==> src/rtl/baccarat_table_if.sv <==
// baccarat_table_if: handshake/data bundle between the dealer, the table controller and the display path.
interface baccarat_table_if #(
  parameter int unsigned NUM_PLAYERS = 2
);
  logic                     step;
  logic [3:0]               new_card;
  logic                     card_req;
  logic [NUM_PLAYERS*3-1:0] load_pcard;
  logic [2:0]               load_dcard;
  logic [NUM_PLAYERS*4-1:0] pscore;
  logic [3:0]               dscore;
  logic [NUM_PLAYERS-1:0]   pwin;
  logic [NUM_PLAYERS-1:0]   dwin;
  logic                     done;

  modport master (
    output step, new_card,
    input  card_req, load_pcard, load_dcard, pscore, dscore, pwin, dwin, done
  );

  modport slave (
    input  step, new_card,
    output card_req, load_pcard, load_dcard, pscore, dscore, pwin, dwin, done
  );
endinterface

==> src/rtl/baccarat_table_ctrl.sv <==
// baccarat_table_ctrl: multi-player baccarat dealer with natural and third-card rules.
// Optional macro BACCARAT_AUTO_DEAL_EN adds an internal step tick every AUTO_PERIOD cycles.
module baccarat_table_ctrl #(
  parameter int unsigned NUM_PLAYERS = 2,
  parameter int unsigned AUTO_PERIOD = 4
) (
  input  logic            clk,
  input  logic            reset,
  baccarat_table_if.slave bus
);
  localparam int unsigned NP = NUM_PLAYERS;

  typedef enum logic [2:0] {
    ST_P1, ST_D1, ST_P2, ST_D2, ST_EVAL, ST_P3, ST_D3, ST_DONE
  } state_t;

  state_t          state, state_n;
  logic [1:0]      pidx, pidx_n;
  logic [3:0]      pcard [NP][3];
  logic [3:0]      dcard [3];
  logic [NP-1:0]   draw;
  logic [NP*3-1:0] pstb, pstb_n;
  logic [2:0]      dstb, dstb_n;
  logic            done_q;
  logic            adv;
  logic            dealing;
  logic [3:0]      psc [NP];
  logic [3:0]      dsc;
  logic [NP-1:0]   draw_now;
  logic            first_hit, next_hit;
  logic [1:0]      first_idx, next_idx;
  logic [4:0]      p3;

  function automatic logic [4:0] card_val(input logic [3:0] r);
    return (r >= 4'd1 && r <= 4'd9) ? {1'b0, r} : 5'd0;
  endfunction

  function automatic logic [3:0] hand_score(input logic [3:0] a, input logic [3:0] b,
                                            input logic [3:0] c);
    logic [4:0] s;
    s = card_val(a) + card_val(b) + card_val(c);
    if (s >= 5'd20)      s = s - 5'd20;
    else if (s >= 5'd10) s = s - 5'd10;
    return s[3:0];
  endfunction

  // Banker third-card rule keyed on the lead hand (player 0).
  function automatic logic bank_draw(input logic [3:0] b, input logic p0drew,
                                     input logic [4:0] v);
    if (!p0drew) return b <= 4'd5;
    case (b)
      4'd0, 4'd1, 4'd2: return 1'b1;
      4'd3:             return v != 5'd8;
      4'd4:             return v >= 5'd2 && v <= 5'd7;
      4'd5:             return v >= 5'd4 && v <= 5'd7;
      4'd6:             return v >= 5'd6 && v <= 5'd7;
      default:          return 1'b0;
    endcase
  endfunction

`ifdef BACCARAT_AUTO_DEAL_EN
  logic [15:0] tick_cnt;
  logic        tick;

  assign tick = 32'(tick_cnt) == AUTO_PERIOD - 1;

  always_ff @(posedge clk) begin
    if (reset)                 tick_cnt <= '0;
    else if (state != ST_DONE) tick_cnt <= tick ? '0 : tick_cnt + 16'd1;
  end

  assign adv = bus.step | tick;
`else
  logic unused_period;
  assign unused_period = ^AUTO_PERIOD;
  assign adv = bus.step;
`endif

  assign dealing = (state != ST_EVAL) && (state != ST_DONE);

  always_comb begin
    for (int unsigned i = 0; i < NP; i++) begin
      psc[i]      = hand_score(pcard[i][0], pcard[i][1], pcard[i][2]);
      draw_now[i] = psc[i] <= 4'd5;
    end
    dsc = hand_score(dcard[0], dcard[1], dcard[2]);
  end

  always_comb begin
    first_hit = 1'b0;
    first_idx = '0;
    next_hit  = 1'b0;
    next_idx  = '0;
    for (int unsigned i = 0; i < NP; i++) begin
      if (!first_hit && draw_now[i]) begin
        first_hit = 1'b1;
        first_idx = 2'(i);
      end
      if (!next_hit && draw[i] && i > 32'(pidx)) begin
        next_hit = 1'b1;
        next_idx = 2'(i);
      end
    end
  end

  // Player 0's third card may be latching on the same edge the banker decides.
  assign p3 = (pidx == 2'd0) ? card_val(bus.new_card) : card_val(pcard[0][2]);

  always_comb begin
    state_n = state;
    pidx_n  = pidx;
    case (state)
      ST_P1: if (adv) begin
        if (32'(pidx) == NP - 1) begin
          state_n = ST_D1;
          pidx_n  = '0;
        end else begin
          pidx_n = pidx + 2'd1;
        end
      end
      ST_D1: if (adv) state_n = ST_P2;
      ST_P2: if (adv) begin
        if (32'(pidx) == NP - 1) begin
          state_n = ST_D2;
          pidx_n  = '0;
        end else begin
          pidx_n = pidx + 2'd1;
        end
      end
      ST_D2: if (adv) state_n = ST_EVAL;
      ST_EVAL: begin
        if (dsc >= 4'd8) begin
          state_n = ST_DONE;
        end else if (first_hit) begin
          state_n = ST_P3;
          pidx_n  = first_idx;
        end else begin
          state_n = bank_draw(dsc, 1'b0, p3) ? ST_D3 : ST_DONE;
        end
      end
      ST_P3: if (adv) begin
        if (next_hit) begin
          pidx_n = next_idx;
        end else begin
          pidx_n  = '0;
          state_n = bank_draw(dsc, draw[0], p3) ? ST_D3 : ST_DONE;
        end
      end
      ST_D3: if (adv) state_n = ST_DONE;
      default: ;
    endcase
  end

  always_comb begin
    pstb_n = '0;
    for (int unsigned i = 0; i < NP; i++) begin
      if (32'(pidx_n) == i)
        pstb_n[i*3 +: 3] = {state_n == ST_P3, state_n == ST_P2, state_n == ST_P1};
    end
    dstb_n = {state_n == ST_D3, state_n == ST_D2, state_n == ST_D1};
  end

  always_ff @(posedge clk) begin
    if (reset) begin
      state  <= ST_P1;
      pidx   <= '0;
      pstb   <= {{(NP*3-1){1'b0}}, 1'b1};
      dstb   <= '0;
      draw   <= '0;
      done_q <= 1'b0;
      for (int unsigned i = 0; i < NP; i++)
        for (int unsigned k = 0; k < 3; k++)
          pcard[i][k] <= '0;
      for (int unsigned k = 0; k < 3; k++)
        dcard[k] <= '0;
    end else begin
      state  <= state_n;
      pidx   <= pidx_n;
      pstb   <= pstb_n;
      dstb   <= dstb_n;
      done_q <= state_n == ST_DONE;
      if (state == ST_EVAL && dsc < 4'd8)
        draw <= draw_now;
      if (adv) begin
        for (int unsigned i = 0; i < NP; i++) begin
          if (32'(pidx) == i) begin
            if (state == ST_P1) pcard[i][0] <= bus.new_card;
            if (state == ST_P2) pcard[i][1] <= bus.new_card;
            if (state == ST_P3) pcard[i][2] <= bus.new_card;
          end
        end
        if (state == ST_D1) dcard[0] <= bus.new_card;
        if (state == ST_D2) dcard[1] <= bus.new_card;
        if (state == ST_D3) dcard[2] <= bus.new_card;
      end
    end
  end

  always_comb begin
    bus.pscore = '0;
    bus.pwin   = '0;
    bus.dwin   = '0;
    for (int unsigned i = 0; i < NP; i++) begin
      bus.pscore[i*4 +: 4] = psc[i];
      bus.pwin[i]          = done_q && (psc[i] >= dsc);
      bus.dwin[i]          = done_q && (dsc >= psc[i]);
    end
  end

  assign bus.dscore     = dsc;
  assign bus.card_req   = adv & dealing;
  assign bus.load_pcard = pstb;
  assign bus.load_dcard = dstb;
  assign bus.done       = done_q;
endmodule

==> src/flat_wrapper.sv <==
// flat-port wrapper written by rule: the top's interface ports become plain ports
module baccarat_table_ctrl_flat 
#(
  parameter int unsigned NUM_PLAYERS = 2,
  parameter int unsigned AUTO_PERIOD = 4
)
  (clk, reset, bus_step, bus_new_card, bus_card_req, bus_load_pcard, bus_load_dcard, bus_pscore, bus_dscore, bus_pwin, bus_dwin, bus_done);
  baccarat_table_if #(.NUM_PLAYERS(NUM_PLAYERS)) bus_i ();
  input  logic clk;
  input  logic reset;
  input wire logic [$bits(bus_i.step)-1:0] bus_step;
  input wire logic [$bits(bus_i.new_card)-1:0] bus_new_card;
  output wire logic [$bits(bus_i.card_req)-1:0] bus_card_req;
  output wire logic [$bits(bus_i.load_pcard)-1:0] bus_load_pcard;
  output wire logic [$bits(bus_i.load_dcard)-1:0] bus_load_dcard;
  output wire logic [$bits(bus_i.pscore)-1:0] bus_pscore;
  output wire logic [$bits(bus_i.dscore)-1:0] bus_dscore;
  output wire logic [$bits(bus_i.pwin)-1:0] bus_pwin;
  output wire logic [$bits(bus_i.dwin)-1:0] bus_dwin;
  output wire logic [$bits(bus_i.done)-1:0] bus_done;
  assign bus_i.step = bus_step;
  assign bus_i.new_card = bus_new_card;
  assign bus_card_req = bus_i.card_req;
  assign bus_load_pcard = bus_i.load_pcard;
  assign bus_load_dcard = bus_i.load_dcard;
  assign bus_pscore = bus_i.pscore;
  assign bus_dscore = bus_i.dscore;
  assign bus_pwin = bus_i.pwin;
  assign bus_dwin = bus_i.dwin;
  assign bus_done = bus_i.done;
  baccarat_table_ctrl #(.NUM_PLAYERS(NUM_PLAYERS), .AUTO_PERIOD(AUTO_PERIOD)) u_core (.clk(clk), .reset(reset), .bus(bus_i));
endmodule
==> config.mk <==
export PLATFORM = sky130hd
export DESIGN_NAME = baccarat_table_ctrl_flat
export DESIGN_NICKNAME = d
export VERILOG_FILES = /design/src/rtl/baccarat_table_if.sv /design/src/rtl/baccarat_table_ctrl.sv /design/src/flat_wrapper.sv
export SDC_FILE = /design/constraint.sdc
export NUM_CORES = 1
export LEC_CHECK = 0
export ABC_AREA = 1
export CORE_UTILIZATION = 55
export CTS_BUF_LIST = sky130_fd_sc_hd__clkbuf_8
export CTS_CLUSTER_DIAMETER = 120
export DETAILED_ROUTE_END_ITERATION = 10
export GPL_TIMING_DRIVEN = 0
export PLACE_DENSITY = 0.88
export SYNTH_ARGS = -nofsm -noshare
export SYNTH_HDL_FRONTEND = slang
export SYNTH_SLANG_ARGS = --single-unit
==> constraint.sdc <==
create_clock -name clk -period 4.2 [get_ports clk]
set_clock_uncertainty 0.05 [all_clocks]
set_input_delay 0.63 -clock clk [delete_from_list [all_inputs] [get_ports clk]]
set_output_delay 0.63 -clock clk [all_outputs]
set_load 0.02 [all_outputs]
==> flow_summary.toml <==
[outcome]
status = "finished, violations left"
failed_checks = "negative setup slack"

[finish]
area_growth_pct = 43.85
layoutNonFillerInstCount = 718
regArea_um2 = 1421
mostFrequentLayoutCell = "nand2_1"
multiInputGateArea_um2 = 2890
fillers = 350
insertedDiodeCount = 0
layout.nets = 667
final_cell_mix = "nand2_1, inv_1, nor2_1"
drive_above_1_share = 0.3730

[synth]
yosysSeqAreaShare = 0.3558
ys_async_sr_fraction = 0
ys_warn_count = 0
ys_ff_latch = 53
syn-num-nets = 574
synth_top_area_share = 0.2706
yosysUniqueCellTypes = 35
yosysTopAreaCell = "edfxtp_1"
synth-main-ff-cell = "edfxtp_1"
syn_inst = 528
syn_area_per_cell_um2 = 7.566
yosys-top-cells-area = "edfxtp_1, nand2_1, dfxtp_1"
synth-edff-count = 36
synthesis.area_um2 = 3995

[timing]
setup_viol = 25
setup_tns_ns = -8.749
worst_pin_slew_ns = 0.6163
hold_viol_final = 0
slew_violations = 0
fin_ws_ns = -1.034
relSlewSlack = 0.5848
finalCritPeriodShare = 1.246
rsz0062_at_grt = "yes"
fmax_ghz = 0.1910
period_needed_ns = 5.234
holdWs_ns = 0.5164

[die]
rows = 30
start_util = 0.5784
core_um2 = 6907
dieArea_um2 = 7608
ios = 34
dieHeight_um = 87.23
die_w_um = 87.23

[critical_path]
r2r_start = "u_core.dcard[0][1]"
critPathKind = "reg -> out"
max_stage_delay_ns = 0.64
path_max_fanout = 5
end_kind = "primary output"
cp_data_arrival_time_ns = 4.55
worstPathRequired_ns = 3.52
crit_path_start_kind = "flip-flop"
cp_num_buf_inv = 3
reg2reg_to = "u_core.bus.load_pcard[3]"
slowest_stage = "fa_2"
path_delay_family = "adder cells"
crit_top_cell = "nand2_1"
path_cells = "nor2_2 -> a21oi_1 -> o21a_1 -> fa_1 -> ha_2 -> fa_2 -> ha_1 -> a21oi_1 -> nand2_1 -> nand3_2 -> or2_1 -> nand2_2 -> inv_4 -> ha_4 -> nand2_1 -> a31oi_2 -> nand2_1 -> nand3_2 -> nand2_1 -> inv_2 -> buf_6"
r2r_cells = 29
regToRegSetupSlack_ns = -0.29

[global_routing]
overflow = 0
groute.layer.met1.usage = 0.3145
grt_pass1_vias = 3590
top_usage_layer = "met2"
antenna_found_initial = 0
grt_max_degree = 17
grt_pass1_wl_um = 15860
met3_usage = 0.03412
track_usage = 0.2697
gr-usage-met2 = 0.4968

[placed_design]
post-dp-hpwl_um = 7200
dp.cells = 657
gp_congestion = 0.9345
portBuffers = 33

[routing]
drt_iter0_markers = 327
wl_per_cell_um = 18.12
drt-pass1-iter-count = 5
route.vias.total = 4248
via_per_inst = 5.916
antenna_left = 0
drc = 0
routed_wirelength_um = 13010

[hold_path]
holdPathStages = 2
hp-class = "reg -> reg"
hold_path_end = "u_core.pidx[1]"
holdCritStartpoint = "u_core.pidx[1]"

[clocking]
cts-root-buf = "clkbuf_8"
clockBufferDepth = 2
cts_buffers = 5
h-tree-depth = 2
cts_tree = "yes"
clk_pin_slew_ns = 0.09
cts_sinks = 53
clk_latency_ns = 0.30

[pwr]
clkPwrFrac = 0.131
max-vdd-ir-drop_mv = 0.2744
power.internal_uw = 1674
leakage_uw = 0.002614
p_seq_frac = 0.206
p_sw_uw = 1293
combPwrFrac = 0.663
switching_share = 0.4359
powerDensity_nw_per_um2 = 516.3

[flow_run]
cap_violations = 0
## tightest hold or removal path, stage by stage (launching register included)
cell     delay [ns]
dfxtp_1        0.37
nand2_4        0.12
nor2_2         0.04
## power groups by stage
stage	registers (uW)	clock network (uW)	logic, uW
detailed placement	617	0	1090
floorplan	618	0	796
global placement	615	0	1050
finish	610	389	1970
CTS	606	392	1360
global route	613	410	2090
## cell families (layout without fill, tap and decap cells)
| kind of cell | after synthesis | in the layout | synth area share |
|---|---|---|---|
| AND/OR/NAND/NOR | 289 | 289 | 0.3292 |
| buffers and inverters | 94 | 188 | 0.08832 |
| AO/OA/AOI/OAI | 53 | 53 | 0.07642 |
| flip-flops | 53 | 53 | 0.3558 |
| adder cells (fa/ha/maj) | 39 | 39 | 0.1503 |
## routing by layer
metal  vias up  part of all wire
li1       1870                 -
met1      1993              0.34
met2       290              0.50
met3        95             0.079
met4         0             0.072
met5         -                 0
## cells in the mapped netlist, types with 2 or more instances
library cell	count
or2_1	4
nand2_2	19
a21oi_1	24
ha_1	24
nand3_1	34
nand3b_1	3
or2_2	2
nand4_1	3
inv_1	84
nor2_2	3
nand2_4	2
a21boi_0	3
o21ai_1	3
a31oi_1	2
o21ai_0	12
dfxtp_1	17
edfxtp_1	36
nor2_1	73
nor3_1	7
o21a_1	4
nor3b_1	2
nand2_1	126
fa_1	15
nand3_2	8
inv_2	7
clkinv_1	2
## repair_timing
action	CTS	global route
hold buffers	0	0
pin swaps	39	40
buffers inserted	23	30
gates resized for setup	117	109
endpoints found under the setup margin	14	28
## worst max path at each step
stage                   startpoint           to  slack [ns]  depth (start not counted)
2_1_floorplan   u_core.pcard[0][5]  bus_pwin[0]       -0.32                         25
6_report        u_core.pcard[1][9]  bus_pwin[1]       -1.03                         21
4_1_cts         u_core.dcard[0][2]  bus_pwin[1]       -0.79                         25
3_3_place_gp    u_core.dcard[0][6]  bus_pwin[0]       -1.07                         24
3_5_place_dp    u_core.pcard[0][6]  bus_pwin[0]       -1.22                         26
5_1_grt        u_core.pcard[1][10]  bus_pwin[1]       -1.31                         20
## cell type report
class,count,share of cell area
Clock inverter,3,0.01132
Clock buffer,5,0.01197
Sequential cell,53,0.2473
Tap cell,96,0.02090
Timing Repair Buffer,86,0.1415
Inverter,93,0.06336
Multi-Input combinational cell,381,0.5029
Buffer,1,0.0006532
## registers in the layout, indices dropped and copies added, names as in the netlist
name,cells
u_core.draw,2
u_core.bus.load_pcard,6
u_core.pidx,2
u_core.dcard,12
u_core.bus.load_dcard,3
u_core.pcard,24
u_core.state,3
u_core.bus.done,1
## metrics by stage
stage	total power, uW	cell area (um^2)	setup slack (ns)	utilization
after floorplan	1413	4135	-0.3162	-
after global placement	1669	4586	-1.068	0.6639
after detailed placement	1711	4586	-1.222	0.6639
after CTS	2363	5072	-0.7895	0.7344
after global routing	3113	5747	-1.306	0.8321
final	2967	5747	-1.034	0.8321
No activity file was read; power rests on OpenSTA's default activity.
